--- config.mk ---
export PLATFORM = sky130hd
export DESIGN_NAME = mem_stage_ctrl
export DESIGN_NICKNAME = d
export VERILOG_FILES = /design/src/rtl/cpu_pkg.sv /design/src/rtl/mem_wb_reg.sv /design/src/rtl/mem_stage_ctrl.sv
export SDC_FILE = /design/constraint.sdc
export NUM_CORES = 1
export LEC_CHECK = 0
export CAP_MARGIN = 10
export CORE_AREA = 2 2 207 209
export CTS_BUF_LIST = sky130_fd_sc_hd__clkbuf_4 sky130_fd_sc_hd__clkbuf_8 sky130_fd_sc_hd__clkbuf_16
export DETAILED_ROUTE_END_ITERATION = 8
export DIE_AREA = 0 0 209 211
export PLACE_DENSITY = 0.47
export SYNTH_ARGS = -nofsm -noshare
export SYNTH_HDL_FRONTEND = slang
export SYNTH_SLANG_ARGS = --single-unit
--- constraint.sdc ---
create_clock -name clk -period 1.8 [get_ports clk]
set_input_delay 0.27 -clock clk [delete_from_list [all_inputs] [get_ports clk]]
set_output_delay 0.27 -clock clk [all_outputs]
set_load 0.01 [all_outputs]
--- src/rtl/cpu_pkg.sv ---
// Shared CPU definitions: datapath widths and the MEM-stage FSM state type.
package cpu_pkg;

  localparam int DATA_W     = 64;
  localparam int REG_ADDR_W = 5;

  typedef enum logic [1:0] {
    IDLE,
    ACCESS,
    DONE
  } mem_state_e;

endpackage

--- src/rtl/mem_wb_reg.sv ---
// MEM/WB pipeline register with a synchronous active-low reset.
// When load_en is high the next instruction's writeback fields are captured.
// When load_en is low a bubble is inserted: regwrite clears, rd and data hold.
import cpu_pkg::*;

module mem_wb_reg #(
  parameter int DATA_W = cpu_pkg::DATA_W,
  parameter int RA_W   = cpu_pkg::REG_ADDR_W
) (
  input  logic              clk,
  input  logic              resetl,
  input  logic              load_en,
  input  logic [DATA_W-1:0] d_writedata,
  input  logic [RA_W-1:0]   d_rd,
  input  logic              d_regwrite,
  output logic [DATA_W-1:0] wb_writedata,
  output logic [RA_W-1:0]   wb_rd,
  output logic              wb_regwrite
);

  // Capture on load, otherwise drop regwrite so a stalled instruction is never written back twice
  always_ff @(posedge clk) begin
    if (!resetl) begin
      wb_writedata <= '0;
      wb_rd        <= '0;
      wb_regwrite  <= 1'b0;
    end else if (load_en) begin
      wb_writedata <= d_writedata;
      wb_rd        <= d_rd;
      wb_regwrite  <= d_regwrite;
    end else begin
      wb_regwrite  <= 1'b0;
    end
  end

endmodule

--- src/rtl/mem_stage_ctrl.sv ---
// MEM stage controller: runs the data-memory req/ack access for the
// instruction held in EX/MEM, stalls the front of the pipe while it is in
// flight, resolves branches, and owns the MEM/WB register.
// Optional build macro MEM_TIMEOUT_EN adds an access timeout with a sticky
// mem_err flag; without it an access waits for ack indefinitely.
import cpu_pkg::*;

module mem_stage_ctrl #(
  parameter int DATA_W         = cpu_pkg::DATA_W,
  parameter int TIMEOUT_CYCLES = 16
) (
  input  logic                  clk,
  input  logic                  resetl,
  input  logic                  mem_zero,
  input  logic [DATA_W-1:0]     mem_aluout,
  input  logic [DATA_W-1:0]     mem_nextseqpc,
  input  logic [DATA_W-1:0]     mem_busB,
  input  logic [REG_ADDR_W-1:0] mem_rd,
  input  logic                  mem_mem2reg,
  input  logic                  mem_regwrite,
  input  logic                  mem_memwrite,
  input  logic                  mem_memread,
  input  logic                  mem_branch,
  input  logic                  mem_uncond_branch,
  output logic                  dmem_req,
  output logic                  dmem_we,
  output logic [DATA_W-1:0]     dmem_addr,
  output logic [DATA_W-1:0]     dmem_wdata,
  input  logic                  dmem_ack,
  input  logic [DATA_W-1:0]     dmem_rdata,
  output logic                  stall,
  output logic                  pcsrc,
  output logic [DATA_W-1:0]     branch_target,
  output logic [DATA_W-1:0]     wb_writedata,
  output logic [REG_ADDR_W-1:0] wb_rd,
  output logic                  wb_regwrite,
  output logic                  mem_err
);

  mem_state_e        state;
  mem_state_e        state_next;
  logic              memop;
  logic              timeout_hit;
  logic [DATA_W-1:0] rdata_q;
  logic [DATA_W-1:0] wb_data_next;

  // A simultaneous read and write is treated as a store through dmem_we
  assign memop = mem_memread | mem_memwrite;

`ifdef MEM_TIMEOUT_EN
  localparam int CNT_W = $clog2(TIMEOUT_CYCLES + 1);
  logic [CNT_W-1:0] timeout_cnt;
`endif

  // State register
  always_ff @(posedge clk) begin
    if (!resetl) begin
      state <= IDLE;
    end else begin
      state <= state_next;
    end
  end

  // Next-state and memory-port decode; EX/MEM is frozen during ACCESS so the port is stable until ack
  always_comb begin
    state_next  = state;
    stall       = 1'b0;
    dmem_req    = 1'b0;
    dmem_we     = 1'b0;
    dmem_addr   = '0;
    dmem_wdata  = '0;
    timeout_hit = 1'b0;
    unique case (state)
      IDLE: begin
        if (memop) begin
          stall      = 1'b1;
          state_next = ACCESS;
        end
      end
      ACCESS: begin
        stall      = 1'b1;
        dmem_req   = 1'b1;
        dmem_we    = mem_memwrite;
        dmem_addr  = mem_aluout;
        dmem_wdata = mem_busB;
        if (dmem_ack) begin
          state_next = DONE;
        end
`ifdef MEM_TIMEOUT_EN
        else if (timeout_cnt == CNT_W'(TIMEOUT_CYCLES - 1)) begin
          timeout_hit = 1'b1;
          state_next  = DONE;
        end
`endif
      end
      DONE: begin
        state_next = IDLE;
      end
      default: begin
        state_next = IDLE;
      end
    endcase
  end

  // Hold load data from the ack cycle until DONE hands it to MEM/WB
  always_ff @(posedge clk) begin
    if (!resetl) begin
      rdata_q <= '0;
    end else if ((state == ACCESS) && dmem_ack) begin
      rdata_q <= dmem_rdata;
    end else if (timeout_hit) begin
      rdata_q <= '0;
    end
  end

`ifdef MEM_TIMEOUT_EN
  // Count ack-less ACCESS cycles; held at zero outside ACCESS so each access starts fresh
  always_ff @(posedge clk) begin
    if (!resetl) begin
      timeout_cnt <= '0;
    end else if (state != ACCESS) begin
      timeout_cnt <= '0;
    end else if (!dmem_ack) begin
      timeout_cnt <= timeout_cnt + 1'b1;
    end
  end

  // Sticky error flag, cleared only by reset
  always_ff @(posedge clk) begin
    if (!resetl) begin
      mem_err <= 1'b0;
    end else if (timeout_hit) begin
      mem_err <= 1'b1;
    end
  end
`else
  assign mem_err = 1'b0;
`endif

  // Branch resolution is purely combinational from the EX/MEM bundle
  assign pcsrc         = mem_uncond_branch | (mem_branch & mem_zero);
  assign branch_target = mem_nextseqpc;

  assign wb_data_next = mem_mem2reg ? rdata_q : mem_aluout;

  mem_wb_reg #(
    .DATA_W (DATA_W),
    .RA_W   (REG_ADDR_W)
  ) u_mem_wb_reg (
    .clk          (clk),
    .resetl       (resetl),
    .load_en      (~stall),
    .d_writedata  (wb_data_next),
    .d_rd         (mem_rd),
    .d_regwrite   (mem_regwrite),
    .wb_writedata (wb_writedata),
    .wb_rd        (wb_rd),
    .wb_regwrite  (wb_regwrite)
  );

endmodule

# Word level (Yosys, flattened, before mapping)
# Index checks and enable logic that the tools add are counted.
word_totals:
  regBits: 136
  input_bits: 271
  output_inout_bits: 267
  wordCells: 26
op_classes:
  n_eq_ne: 3
  mux: 10
  bitwise_logic: 4
  n_reduce_logical: 4
op_table:
  columns: ["op", "count"]
  rows:
  - ["$mux W64", 3]
  - ["$mux W2", 2]
  - ["$ne A2 B2 Y1 const B", 2]
  - ["$pmux W2 S2", 1]
  - ["$mux W1", 3]
  - ["$eq A2 B1 Y1 const B", 1]
  - ["$logic_not A2 Y1", 1]
  - ["$or A1 B1 Y1", 2]
  - ["$pmux W1 S2", 1]
  - ["$reduce_and A2 Y1", 1]
  - ["$reduce_or A2 Y1", 1]
  - ["$and A1 B1 Y1", 1]
  - ["$logic_and A1 B1 Y1", 1]
  - ["$not A1 Y1", 1]

# Depth between registers and ports, before layout
# Gate-level depths: netlist of run 1.
logic_depth:
  depth_word: 4
  mapped_depth: 6

# Modules after synthesis
# Synthesis of run 1 repeated with hierarchy kept, for this count alone.
unflattened:
  hier_cells: 793
  hier_area_um2: 7412.1
by_module_without_submodules:
  columns: ["module", "instances", "cells_per_inst", "area_per_inst_um2", "seq_area_each_um2"]
  rows:
  - ["mem_stage_ctrl", 1, 569, 4739.5, 1321.3]
  - ["mem_wb_reg", 1, 224, 2672.6, 1401.3]

# Worst setup path after synthesis of run 1
# Ideal clock, no wire load.
synth_timing:
  kind: "register to output"
  from: "register state[1]"
  to: "output dmem_addr[0]"
  arrival_ps: 1114
  required_ps: 1530
  slack_ps: 416
  path_stages_with_launch: 6
  path_buffers: 3
  path_cell_list: "dfxtp_1 buf_6 nor2b_2 buf_2 clkbuf_2 and2_1"
synth_via:
  elab_chain_cells: 2
synth_rtl:
  columns: ["element", "line_no", "source"]
  rows:
  - ["from (decl)", "mem_stage_ctrl.sv:40", "mem_state_e state;"]
  - ["from (signal assigned)", "mem_stage_ctrl.sv:60", "state <= state_next;"]
  - ["$eq A2 B1 Y1", "mem_stage_ctrl.sv:73", "unique case (state)"]
  - ["$mux W64", "mem_stage_ctrl.sv:73", null]
  - ["to (decl)", "mem_stage_ctrl.sv:27", "output logic [DATA_W-1:0] dmem_addr,"]
# Every way passes these cells.

# Final worst setup path of run 1
layout_timing:
  from: "register state[0]"
  to: "output dmem_addr[39]"
# Same word-level chain as after synthesis.

==> results of run 1 <==
==> per-layer routing <==
| metal | share of wire [%] | routed length (µm) | vias up | track usage (%) |
|---|---|---|---|---|
| met3 | 9.5 | 3330 | 30 | 6.75 |
| met2 | 50 | 17400 | 372 | 24.9 |
| li1 | - | - | 3354 | - |
| met1 | 39 | 13600 | 3348 | 15.2 |
| met4 | 1.9 | 677 | 0 | 4.66 |
| met5 | 0 | 0 | - | 0 |
==> cell families after synthesis <==
| group | Yosys count | synth area share (%) |
|---|---|---|
| AND/OR/NAND/NOR | 276 | 19.5 |
| multiplexers | 69 | 9.69 |
| buffers and inverters | 137 | 12.2 |
| flip-flops | 136 | 38.2 |
| AO/OA/AOI/OAI | 193 | 20.3 |
| other | 1 | 0.0526 |
==> final cells by class <==
class                      count  area share [%]
clock buffer                  22            4.03
sequential                   136            22.5
tap                          539            5.57
multi-input combinational    539            29.3
clock inverter                10            1.18
timing repair buffer         460            37.3
inverter                       1          0.0310
==> path summary, 6_finish.rpt <==
check | to | depth (start not counted)
setup / recovery | dmem_addr[39] | 5
setup reg to reg | u_mem_wb_reg.wb_writedata[28] | 5
hold reg to reg | rdata_q[11] | 2
hold / removal | u_mem_wb_reg.wb_writedata[8] | 2
==> cells in the final DEF (no fill, tap or decap), types with 2 or more instances in the layout <==
| cell | synthesis | layout |
|---|---|---|
| o21ai_0 | 64 | 64 |
| buf_12 | 0 | 13 |
| bufinv_16 | 0 | 3 |
| clkdlybuf4s15_2 | 0 | 35 |
| clkbuf_16 | 0 | 21 |
| a21boi_0 | 5 | 5 |
| a21boi_1 | 59 | 59 |
| clkbuf_2 | 10 | 51 |
| clkdlybuf4s15_1 | 0 | 9 |
| dlymetal6s2s_1 | 0 | 16 |
| buf_4 | 75 | 31 |
| clkinv_4 | 0 | 2 |
| mux2i_1 | 69 | 69 |
| o211a_1 | 64 | 64 |
| clkinvlp_4 | 0 | 4 |
| dfxtp_1 | 136 | 134 |
| dfxtp_2 | 0 | 2 |
| nand2_1 | 139 | 139 |
| and3_1 | 2 | 2 |
| clkbuf_8 | 0 | 4 |
| and2_1 | 130 | 129 |
| buf_6 | 6 | 3 |
| buf_16 | 0 | 2 |
| buf_8 | 0 | 2 |
| buf_2 | 14 | 15 |
| clkdlybuf4s50_1 | 0 | 278 |
==> Yosys cell counts <==
master | number | share of area [%]
a21boi_0 | 5 | 0.53
a21boi_1 | 59 | 6.2
a21o_1 | 1 | 0.11
and2_1 | 130 | 11
and3_1 | 2 | 0.18
and3b_1 | 1 | 0.12
buf_2 | 14 | 0.98
buf_4 | 75 | 7.9
buf_6 | 6 | 0.95
clkbuf_1 | 31 | 1.6
clkbuf_2 | 10 | 0.70
conb_1 | 1 | 0.053
dfxtp_1 | 136 | 38
inv_2 | 1 | 0.053
mux2i_1 | 69 | 9.7
nand2_1 | 139 | 7.3
nand3b_1 | 1 | 0.11
nor2b_2 | 1 | 0.12
nor3_2 | 1 | 0.14
o211a_1 | 64 | 9.0
o21ai_0 | 64 | 4.5
or2_1 | 1 | 0.088
==> stage by stage <==
stage               util, %  power (mW)  instances  area (µm²)
floorplan                 -        4.44        812        7130
global placement       27.3        5.74       1655       11400
detailed placement     27.3        5.75       1655       11400
CTS                    28.9        9.58       1687       12100
global route           29.0        9.94       1707       12100
finish                 29.0        9.50       1707       12100
==> timing repair <==
action / CTS / global route
setup buffers: 0 / 13
pin swaps: 0 / 1
setup endpoints to repair: 131 / 131
gates resized for setup: 144 / 171
cloned: 0 / 7
hold endpoints to repair: 0 / 0
==> registers in the layout (all words and copies together) (netlist names) <==
| name | flops |
|---|---|
| rdata_q | 64 |
| u_mem_wb_reg.wb_regwrite | 1 |
| state | 2 |
| u_mem_wb_reg.wb_rd | 5 |
| u_mem_wb_reg.wb_writedata | 64 |
==> where the power goes <==
part | internal (mW) | leakage, nW | switching [mW]
Clock | 2.34 | 0.298 | 1.43
Combinational | 1.36 | 4.21 | 1.05
Sequential | 3.22 | 1.11 | 0.108
Total | 6.92 | 5.62 | 2.58
==> critical path: stages (launching register included) <==
cell             delay [ns]
dfxtp_2                0.32
nor2b_4                0.15
buf_12                 0.16
buf_16                 0.17
and2_1                 0.14
clkdlybuf4s50_1        0.52
==> impl_metrics.json, run 1 <==
{
  "status": "complete, but fails checks",
  "failed_checks": "negative setup slack",
  "fillCellCount": 4462,
  "postSynthNetCount": 1083,
  "clock_tree_from_tritoncts": "done",
  "port_buffers": 408,
  "total_wirelength_um": 35000,
  "worstSkewPairLatency_ns": 0.44,
  "num_rows": 75,
  "critPathLaunch": "state[0]",
  "detailedRoute.firstPassIterationCount": 4,
  "cts-root-to-sink-buffers": 2,
  "floorplan.initialDensity_pct": 17.1,
  "detailedPlacementHpwl_um": 24600,
  "p_per_area_nw_per_um2": 785,
  "cts-buffers-inserted": 17,
  "max-vdd-ir-drop_v": 0.000644,
  "viasPerCell": 4.16,
  "clock_sinks": 136,
  "nNetsFinal": 1426,
  "slew_viol_final": 0,
  "timing.fmax_mhz": 457,
  "timing.critical_path.fanout_max": 27,
  "fin_setup_tns_ns": -18.24,
  "worst_hold_slack_across_all_endpoints_ns": 0.191,
  "timing.critical_path.required_ns": 1.53,
  "grt_start_max_net_pins": 77,
  "grt_antenna_before_repair": 2,
  "via_count": 7104,
  "max_cap_violations": 0,
  "register_area_um2": 2730,
  "crit_type": "reg2out",
  "rsz0062_at_grt": "true",
  "hold_viol_final": 0,
  "grt.overflow.total": 0,
  "final.period_utilization_pct": 121,
  "synthesis.instances": 812,
  "cts_h_tree_lvls": 4,
  "detail_route.wl_per_cell_um": 20.5,
  "final-setup-viol-count": 100,
  "antenna_violating_nets_post_route": 0,
  "timing.hold.worst.start": "resetl",
  "number_of_global_route_vias_before_repair": 6957,
  "n_antenna_cell": 0,
  "design.portCount": 538,
  "preCtsSetupSlack_ns": -0.125,
  "register_to_register_setup_slack_ns": 0.22,
  "track_usage_pct": 14.3,
  "die_width_um": 209,
  "ys_ff_latch": 136,
  "ys.warnings.count": 0,
  "die_height_um": 211,
  "postSynthAreaPerCell_um2": 8.78,
  "route.detailed.drc": 0,
  "die-area_um2": 44100,
  "rr_startpoint": "state[1]",
  "post-route-worst-setup-slack_ns": -0.386,
  "drive_above_1_share_pct": 16.8,
  "netlist_area_um2": 7130,
  "place.gp.congestion": 0.709,
  "core_region_um2": 41800,
  "cp-end-kind": "output pin",
  "layout_min_cycle_time_ns": 2.19,
  "first_iter_violations": 277,
  "leakage_power_nw": 5.62,
  "finClkSkew_ns": 0.00880,
  "total_of_hold_buffers_inserted_after_clock_tree_synthesis": 0,
  "startpoint_types": "flip-flop",
  "area.growth.synth_to_final_pct": 69.9,
  "grt_pass1_wl_um": 46600,
  "synth_cell_types": 22,
  "min_path_type": "in2reg",
  "multi_input_area_um2": 3550,
  "clk_pin_slew_worst_paths_ns": 0.06,
  "cp.arrival_ns": 1.92,
  "cts_root_buffer": "clkbuf_16",
  "seq_area_frac_synth_pct": 38.2
}
(Power assumes the default switching activity.)
==> run 2: changes to the inputs <==
--- a/config.mk
+++ b/config.mk
@@ -10,7 +10,7 @@
 export CTS_BUF_LIST = sky130_fd_sc_hd__clkbuf_4 sky130_fd_sc_hd__clkbuf_8 sky130_fd_sc_hd__clkbuf_16
 export DETAILED_ROUTE_END_ITERATION = 8
 export DIE_AREA = 0 0 209 211
-export PLACE_DENSITY = 0.47
+export PLACE_DENSITY_LB_ADDON = 0.1
 export SYNTH_ARGS = -nofsm -noshare
 export SYNTH_HDL_FRONTEND = slang
 export SYNTH_SLANG_ARGS = --single-unit
==> impl_metrics.json, run 2 (same netlist as run 1, synthesis figures left out) <==
{
  "layout.cells.most_common_list": "clkdlybuf4s50_1, nand2_1, dfxtp_1",
  "instances_no_fill": 1747,
  "place.gp.congestion": 0.683,
  "route.detailed.drc": 0,
  "viasPerCell": 4.08,
  "die_height_um": 211,
  "leakage_power_nw": 6.02,
  "total_of_hold_buffers_inserted_after_clock_tree_synthesis": 0,
  "die_width_um": 209,
  "cts-buffers-inserted": 17,
  "worst_hold_slack_across_all_endpoints_ns": 0.235,
  "cts_h_tree_lvls": 4,
  "timing.critical_path.fanout_max": 4,
  "die-area_um2": 44100,
  "finClkSkew_ns": 0.00816,
  "max_cap_violations": 0,
  "worstSkewPairLatency_ns": 0.43,
  "reg_top3": "rdata_q: 64 flops, u_mem_wb_reg.wb_writedata: 64 flops, u_mem_wb_reg.wb_rd: 5 flops",
  "first_iter_violations": 209,
  "cp.arrival_ns": 1.73,
  "max-vdd-ir-drop_v": 0.000609,
  "most_common_library_cell_in_the_layout_ignoring_fill_and_taps": "clkdlybuf4s50_1",
  "nNetsFinal": 1467,
  "min_path_type": "in2reg",
  "core_region_um2": 41800,
  "status": "complete, but fails checks",
  "grt_pass1_wl_um": 52200,
  "clk_pin_slew_worst_paths_ns": 0.07,
  "grtUsageMet2_pct": 29.1,
  "detailedRoute.firstPassIterationCount": 4,
  "final-setup-viol-count": 123,
  "grt_start_max_net_pins": 58,
  "crit_type": "reg2out",
  "floorplan.initialDensity_pct": 17.1,
  "post-route-worst-setup-slack_ns": -0.204,
  "layout.core_utilization_pct": 31.5,
  "grt-busiest-layer": "met2",
  "final.period_utilization_pct": 111,
  "dominant_delay_contributor_by_cell_family_on_the_critical_path": "buffers and inverters",
  "layout_min_cycle_time_ns": 2.00,
  "clock_tree_from_tritoncts": "done",
  "timing.critical_path.required_ns": 1.53,
  "critical-path-max-stage-delay_ns": 0.32,
  "total_wirelength_um": 37100,
  "drive_above_1_share_pct": 28.9,
  "cts-root-to-sink-buffers": 2,
  "grt.overflow.total": 0,
  "failed_checks": "negative setup slack",
  "slew_viol_final": 0,
  "startpoint_types": "flip-flop",
  "fillCellCount": 4446,
  "grt_use_met1_pct": 17.0,
  "grt_antenna_before_repair": 3,
  "antenna_violating_nets_post_route": 0,
  "design.portCount": 538,
  "cp_cell_sequence": "nor2b_4 > buf_12 > buf_12 > buf_16 > buf_6 > buf_6 > and2_4 > buf_6",
  "hold_viol_final": 0,
  "track_usage_pct": 16.4,
  "detail_route.wl_per_cell_um": 21.2,
  "port_buffers": 408,
  "clock_sinks": 136,
  "rsz0062_at_grt": "true",
  "master_of_the_slowest_instance_on_the_critical_path": "dfxtp_2",
  "p_per_area_nw_per_um2": 773,
  "placed_cells": 1664,
  "via_count": 7132,
  "cts_root_buffer": "clkbuf_16",
  "cp-end-kind": "output pin",
  "detailedPlacementHpwl_um": 25200,
  "critical_path_buf_inv_count": 6,
  "timing.fmax_mhz": 499,
  "met3_use_gr_pct": 9.08,
  "area.growth.synth_to_final_pct": 84.5,
  "number_of_global_route_vias_before_repair": 7370,
  "num_rows": 75,
  "timing.critical_path.mode_cell": "buf_6"
}
## run 2: where the power goes
part,total [mW],switching [mW],internal (mW)
Clock,3.91,1.45,2.46
Combinational,2.94,1.16,1.77
Sequential,3.32,0.102,3.22
## run 2: worst paths after layout
check | startpoint | to | slack (ns) | cells past startpoint
min reg2reg | rdata_q[42] | rdata_q[42] | 0.45 | 2
max | state[0] | dmem_addr[61] | -0.20 | 8
min | resetl | u_mem_wb_reg.wb_writedata[2] | 0.23 | 2
max reg2reg | state[0] | u_mem_wb_reg.wb_regwrite | 0.11 | 7
## run 2: repair_timing
item | 4_1_cts | 5_1_grt
resized for setup | 634 | 123
cloned | 12 | 1
setup buffers | 43 | 6
setup endpoints to repair | 131 | 131
pin swaps | 38 | 23
## run 2: through the flow
stage | instance area (µm²) | setup slack [ns] | power (mW) | TNS (ns)
2_1_floorplan | 7130 | 0.416 | 4.44 | 0
5_1_grt | 13100 | -0.266 | 10.7 | -20.74
6_report | 13200 | -0.204 | 10.2 | -10.12
4_1_cts | 12800 | -0.380 | 10.3 | -25.60
3_3_place_gp | 11500 | -0.226 | 5.77 | -10.46
3_5_place_dp | 11500 | -0.236 | 5.78 | -10.66
## run 2: area by class of cell
| type | instances | area [µm²] | area share [%] |
|---|---|---|---|
| diodes | 2 | 5.00 | 0.0381 |
| clock buffers | 18 | 433 | 3.29 |
| clock inverters | 11 | 199 | 1.51 |
| inverters | 1 | 6.26 | 0.0476 |
| multi-input cells | 539 | 3760 | 28.6 |
| flip-flops and latches | 136 | 2730 | 20.7 |
| well taps | 539 | 674 | 5.13 |
| repair buffers | 501 | 5340 | 40.6 |
## run 2: routing by layer
layer	vias up	routed length [µm]
met5	-	0
met4	0	405
met3	15	4260
met2	358	18600
met1	3324	13800
li1	3435	-
